## src/rtl/decerr_slave.sv

```systemverilog
// ---------------------------------------------------------------------------
// decerr_slave
// Default AXI4 responder for a crossbar: every write and read that lands on
// an unmapped address is completed with DECERR (2'b11). Write and read paths
// are independent FSMs, each holding at most one outstanding transaction.
//
// Ports
//   ACLK, ARESET          clock (rising edge) and asynchronous active-high reset
//   AW*  (in)  / AWREADY  write address; only AWID is used
//   W*   (in)  / WREADY   write data; only WLAST/WVALID are used
//   BID, BRESP, BVALID    write response (out), BREADY (in)
//   AR*  (in)  / ARREADY  read address; ARID and ARLEN are used
//   RID, RDATA, RRESP,    read data (out), always zero data with DECERR
//   RLAST, RVALID         RREADY (in)
// ---------------------------------------------------------------------------
module decerr_slave #(
   parameter int ID_WIDTH   = 4,
   parameter int ADDR_WIDTH = 32,
   parameter int DATA_WIDTH = 32
) (
   input  logic                    ACLK,
   input  logic                    ARESET,
   input  logic [ID_WIDTH-1:0]     AWID,
   input  logic [ADDR_WIDTH-1:0]   AWADDR,
   input  logic [7:0]              AWLEN,
   input  logic                    AWVALID,
   output logic                    AWREADY,
   input  logic [DATA_WIDTH-1:0]   WDATA,
   input  logic [DATA_WIDTH/8-1:0] WSTRB,
   input  logic                    WLAST,
   input  logic                    WVALID,
   output logic                    WREADY,
   output logic [ID_WIDTH-1:0]     BID,
   output logic [1:0]              BRESP,
   output logic                    BVALID,
   input  logic                    BREADY,
   input  logic [ID_WIDTH-1:0]     ARID,
   input  logic [ADDR_WIDTH-1:0]   ARADDR,
   input  logic [7:0]              ARLEN,
   input  logic                    ARVALID,
   output logic                    ARREADY,
   output logic [ID_WIDTH-1:0]     RID,
   output logic [DATA_WIDTH-1:0]   RDATA,
   output logic [1:0]              RRESP,
   output logic                    RLAST,
   output logic                    RVALID,
   input  logic                    RREADY
);

   typedef enum logic [1:0] {
      W_IDLE = 2'd0,
      W_DATA = 2'd1,
      W_RESP = 2'd2
   } w_state_t;

   typedef enum logic {
      R_IDLE = 1'b0,
      R_DATA = 1'b1
   } r_state_t;

   localparam logic [1:0] RESP_DECERR = 2'b11;

   w_state_t              w_state_r, w_state_s;
   r_state_t              r_state_r, r_state_s;
   logic                  rst_done_r;
   logic [ID_WIDTH-1:0]   bid_r;
   logic [ID_WIDTH-1:0]   rid_r;
   logic [7:0]            beat_cnt_r;
   logic                  aw_hs_s;
   logic                  ar_hs_s;
   logic                  r_hs_s;

   // Address, length (write side), data and strobes carry no meaning here.
   logic unused_s;
   assign unused_s = ^{AWADDR, AWLEN, WDATA, WSTRB, ARADDR};

   // Ready-gate: address channels open one edge after reset release.
   always_ff @(posedge ACLK or posedge ARESET) begin
      if (ARESET) begin
         rst_done_r <= 1'b0;
      end else begin
         rst_done_r <= 1'b1;
      end
   end

   // State registers for both FSMs.
   always_ff @(posedge ACLK or posedge ARESET) begin
      if (ARESET) begin
         w_state_r <= W_IDLE;
         r_state_r <= R_IDLE;
      end else begin
         w_state_r <= w_state_s;
         r_state_r <= r_state_s;
      end
   end

   // Write FSM next state and write-channel handshake outputs.
   always_comb begin
      w_state_s = w_state_r;
      AWREADY   = 1'b0;
      WREADY    = 1'b0;
      BVALID    = 1'b0;
      BRESP     = 2'b00;
      BID       = {ID_WIDTH{1'b0}};
      aw_hs_s   = 1'b0;
      case (w_state_r)
         W_IDLE: begin
            AWREADY = rst_done_r;
            aw_hs_s = AWVALID && rst_done_r;
            if (aw_hs_s) begin
               w_state_s = W_DATA;
            end else begin
               w_state_s = W_IDLE;
            end
         end
         W_DATA: begin
            // Beat count is ignored; only WLAST closes the burst.
            WREADY = 1'b1;
            if (WVALID && WLAST) begin
               w_state_s = W_RESP;
            end else begin
               w_state_s = W_DATA;
            end
         end
         W_RESP: begin
            BVALID = 1'b1;
            BRESP  = RESP_DECERR;
            BID    = bid_r;
            if (BREADY) begin
               w_state_s = W_IDLE;
            end else begin
               w_state_s = W_RESP;
            end
         end
         default: begin
            w_state_s = W_IDLE;
         end
      endcase
   end

   // Read FSM next state and read-channel handshake outputs.
   always_comb begin
      r_state_s = r_state_r;
      ARREADY   = 1'b0;
      RVALID    = 1'b0;
      RLAST     = 1'b0;
      RRESP     = 2'b00;
      RID       = {ID_WIDTH{1'b0}};
      RDATA     = {DATA_WIDTH{1'b0}};
      ar_hs_s   = 1'b0;
      r_hs_s    = 1'b0;
      case (r_state_r)
         R_IDLE: begin
            ARREADY = rst_done_r;
            ar_hs_s = ARVALID && rst_done_r;
            if (ar_hs_s) begin
               r_state_s = R_DATA;
            end else begin
               r_state_s = R_IDLE;
            end
         end
         R_DATA: begin
            RVALID = 1'b1;
            RLAST  = (beat_cnt_r == 8'd0);
            RRESP  = RESP_DECERR;
            RID    = rid_r;
            r_hs_s = RREADY;
            if (RREADY && (beat_cnt_r == 8'd0)) begin
               r_state_s = R_IDLE;
            end else begin
               r_state_s = R_DATA;
            end
         end
         default: begin
            r_state_s = R_IDLE;
         end
      endcase
   end

   // Capture the write ID at AW acceptance; it is returned on B.
   always_ff @(posedge ACLK or posedge ARESET) begin
      if (ARESET) begin
         bid_r <= {ID_WIDTH{1'b0}};
      end else if (aw_hs_s) begin
         bid_r <= AWID;
      end else begin
         bid_r <= bid_r;
      end
   end

   // Capture read ID and remaining-beat count; the count stops at zero so
   // ARLEN=255 yields exactly 256 beats.
   always_ff @(posedge ACLK or posedge ARESET) begin
      if (ARESET) begin
         rid_r      <= {ID_WIDTH{1'b0}};
         beat_cnt_r <= 8'd0;
      end else if (ar_hs_s) begin
         rid_r      <= ARID;
         beat_cnt_r <= ARLEN;
      end else if (r_hs_s && (beat_cnt_r != 8'd0)) begin
         rid_r      <= rid_r;
         beat_cnt_r <= beat_cnt_r - 8'd1;
      end else begin
         rid_r      <= rid_r;
         beat_cnt_r <= beat_cnt_r;
      end
   end

endmodule

```

## config.mk

```make
export PLATFORM = sky130hd
export DESIGN_NAME = decerr_slave
export DESIGN_NICKNAME = d
export VERILOG_FILES = /design/src/rtl/decerr_slave.sv
export SDC_FILE = /design/constraint.sdc
export NUM_CORES = 1
export LEC_CHECK = 0
export CORE_MARGIN = 2
export CORE_UTILIZATION = 27
export DETAILED_ROUTE_END_ITERATION = 10
export GPL_TIMING_DRIVEN = 0
export HOLD_SLACK_MARGIN = 0.02
export PLACE_DENSITY = 0.87
export SLEW_MARGIN = 20
export SYNTH_ARGS = -nofsm -noshare
export SYNTH_HDL_FRONTEND = slang
export SYNTH_SLANG_ARGS = --single-unit
```

## constraint.sdc

```tcl
create_clock -name ACLK -period 2.6 [get_ports ACLK]
set_input_delay 0.78 -clock ACLK [delete_from_list [all_inputs] [get_ports ACLK]]
set_output_delay 0.78 -clock ACLK [all_outputs]
set_load 0.02 [all_outputs]
```

==> impl_metrics.py <==
metrics = {
    "outcome": {
        "outcome": "complete, no violations",
    },
    "clocking": {
        "clock_sink_count": 20,
        "clk_pin_slew_worst_paths_ps": 80,
        "cts-root-buf": "sky130_fd_sc_hd__clkbuf_8",
        "cts_hold_buffers": 0,
        "cts_htree_levels": 1,
        "tritoncts_clock_tree": "yes",
        "cts.path.max_buffers": 2,
        "clkLatencyLatePin_ps": 260,
        "cts_made_buffers": 3,
    },
    "sta": {
        "finalCritPeriodShare": 0.974,
        "finalSetupTns_ps": 0,
        "worst_pin_slew_ps": 798,
        "max_clock_freq_mhz": 395,
        "timing_max_transition_violations_final": 0,
        "timing.max_slew.rel_slack": 0.468,
        "rsz0062_at_grt": "no",
        "final.hold.worst_slack_ps": 480,
        "finalClockSkew_ps": 3.21,
        "postLayoutSetupSlackWorst_ps": 67.5,
        "timing.final.crit_period_ps": 2530,
        "hold_viol_final": 0,
        "final-setup-viol-count": 0,
    },
    "yosys": {
        "synth_top_cells_by_count": "sky130_fd_sc_hd__buf_4 (36), sky130_fd_sc_hd__nand2_1 (23), sky130_fd_sc_hd__dfrtp_1 (20), sky130_fd_sc_hd__and2_1 (10), sky130_fd_sc_hd__xnor2_1 (6)",
        "synth_area_mm2": 0.00135,
        "seq_area_frac_synth": 0.371,
        "synth-main-ff-cell": "sky130_fd_sc_hd__dfrtp_1",
        "yosysMostFrequentCell": "sky130_fd_sc_hd__buf_4",
        "synthArstFlopShare": 1.00,
        "ys_types": 29,
        "syn_area_per_cell_um2": 9.11,
        "yosys.area.top_type": "sky130_fd_sc_hd__dfrtp_1",
        "synthAdderAreaFrac": 0.0186,
        "synth-simple-area-share": 0.220,
        "post_synth_mux_area_share": 0.0334,
        "count_of_flip_flops_with_a_built_in_enable_after_synthesis": 0,
        "yosysWarnings": 0,
        "synthDominantCellAreaShare": 0.371,
        "synthCells": 148,
        "synth_compound_area_frac": 0.0835,
        "synth_top_family_by_area": "buffers and inverters",
        "synth.ff_latch_count": 20,
        "dominant_cells_by_area_after_synthesis": "sky130_fd_sc_hd__dfrtp_1 (37%), sky130_fd_sc_hd__buf_4 (20%), sky130_fd_sc_hd__nand2_1 (6.4%)",
        "synth_xor_xnor_area_share": 0.0390,
    },
    "floorplanning": {
        "die-height_um": 74.7,
        "top_level_ports": 182,
        "floorplan.die.width_um": 74.7,
        "design.die.area_mm2": 0.00558,
        "floorplan.core_area_mm2": 0.00479,
        "initial_utilization": 0.282,
        "placement_rows": 25,
    },
    "hold_path": {
        "hold-path-endpoint": "rid_r[3]$_DFFE_PP0P_",
        "classification_of_the_worst_slack_hold_path": "flop to flop",
        "min-delay-start": "rid_r[3]$_DFFE_PP0P_",
        "min_delay_path_depth": 2,
    },
    "routing": {
        "antenna_violating_nets_post_route": 0,
        "via_count": 1077,
        "route.final.wire_length_um": 2970,
        "wl_per_cell_um": 10.2,
        "post-route-drc-count": 0,
        "detailedRoute.firstPassIterationCount": 4,
        "vias_per_cell": 3.69,
        "drt_iter0_drc": 9,
    },
    "setup_path": {
        "timing.critical_path.required_ps": 1820,
        "timing.critical_path.from": "w_state_r[0]$_DFF_PP0_",
        "list_of_cells_traversed_by_the_critical_path": "nor3b_1 -> clkdlybuf4s50_1",
        "path_max_fanout": 5,
        "cp_top_family": "buffers and inverters",
        "worstReg2RegEnd": "beat_cnt_r[1]$_DFFE_PP0P_",
        "timing_worst_setup_path_type": "flop to output pin",
        "critPathLaunchType": "flop",
        "critPathMaxStageDelay_ps": 680,
        "critical_path_cell_with_the_highest_stage_delay": "sky130_fd_sc_hd__clkdlybuf4s50_1",
        "timing.critical_path.to_type": "output pin",
        "worst-path-buf-inv": 1,
        "timing.critical_path.arrival_ps": 1750,
        "r2r_slack_ps": 940,
        "worst-r2r-cell-count": 7,
        "rr_startpoint": "beat_cnt_r[0]$_DFFE_PP0P_",
    },
    "cells_and_area": {
        "fillCellCount": 484,
        "insertedDiodeCount": 0,
        "design.final.nets": 360,
        "post_route_cells_drive_above_1_share": 0.231,
        "flow.area_growth_from_synthesis_pct": 50.8,
        "final_cell_count_no_fill": 292,
    },
    "placement": {
        "globalplace.congestion": 0.775,
        "numPortBuffers": 41,
        "dp.cells": 287,
        "dp_worst_setup_slack_ps": -115,
        "dp_hpwl_um": 2340,
    },
    "global_route": {
        "wire_length_of_the_first_global_routing_pass_um": 4600,
        "pin_count_of_the_biggest_net_entering_global_routing": 21,
        "number_of_antenna_violations_at_the_first_check_in_global_routing": 0,
        "first_global_vias": 982,
        "remaining_global_route_overflow": 0,
        "grt.total_usage": 0.111,
    },
    "flow_run": {
        "max_cap_violations": 0,
    },
    "pwr": {
        "cellPowerDensity_mw_per_mm2": 857,
        "vdd_ir_drop_max_mv": 0.377,
        "total_power_mw": 1.74,
        "leakagePower_nw": 0.979,
    },
}
## worst max-delay path by stage
stage | end | slack, ps | cells past startpoint
final | AWREADY | 70 | 2
after floorplan | RLAST | 520 | 4
after detailed placement | RLAST | -110 | 5
after CTS | BID[2] | 10 | 3
after global placement | RLAST | -70 | 5
after global routing | AWREADY | 10 | 2
## power breakdown
group | internal [mW] | switching (mW) | total, mW
combinational | 0.472 | 0.447 | 0.920
clock | 0.135 | 0.107 | 0.242
sequential | 0.453 | 0.129 | 0.583
## cells by family (layout without fill, tap and decap cells)
family          Yosys count  after routing
flops                    20             20
buf+inv                  45             91
mux                       4              4
compound gates           17             17
fa+ha+maj                 2              2
xor+xnor                  6              6
other cells               2             33
simple gates             52             52
## layout by cell type (no fill, tap or decap), drive strengths merged, types with 4 or more instances in the layout
cell / n
o21ai: 5
clkdlybuf4s50: 40
a21oi: 6
inv: 5
and2: 10
mux2: 4
xnor2: 6
conb: 33
clkbuf: 4
dfrtp: 20
nand2: 23
buf: 41
nand3: 4
## cell type report
class / instances / area [µm²] / area share
flip-flops and latches: 20 / 500 / 0.246
inverters: 5 / 18.8 / 0.00923
well taps: 67 / 83.8 / 0.0412
repair buffers: 42 / 417 / 0.205
clock buffers: 4 / 55.1 / 0.0271
plain buffers: 40 / 290 / 0.143
multi-input cells: 114 / 669 / 0.329
## registers in the layout, indices dropped and copies added, names as in the netlist
name	cells
beat_cnt_r	8
bid_r	4
rid_r	4
w_state_r	2
r_state_r	1
rst_done_r	1
## metrics by stage
stage / area, µm² / utilization
global placement: 1960 / 0.409
detailed placement: 1960 / 0.409
global route: 2030 / 0.425
finish: 2030 / 0.425
CTS: 2030 / 0.424
floorplan: 1470 / -
## routing by layer
layer,vias to the layer above,global-route usage,routed length [µm]
li1,564,-,-
met5,-,0,0
met4,0,0.0615,69
met1,454,0.154,1430
met3,5,0.0161,233
met2,54,0.168,1240
## worst register-to-register path: cells and delay by family, from the launching register on
kind | cells | cell delay (ps)
simple gates | 2 | 430
compound gates | 2 | 260
fa+ha+maj | 1 | 160
flops | 1 | 410
buf+inv | 2 | 290
## what timing repair did
| item | in CTS | in global routing |
|---|---|---|
| endpoints found under the setup margin | 8 | 5 |
| resized for setup | 3 | 1 |
| pin swaps | 0 | 0 |
| buffers inserted | 1 | 0 |
Note: power is estimated with default switching activity, not from simulation.
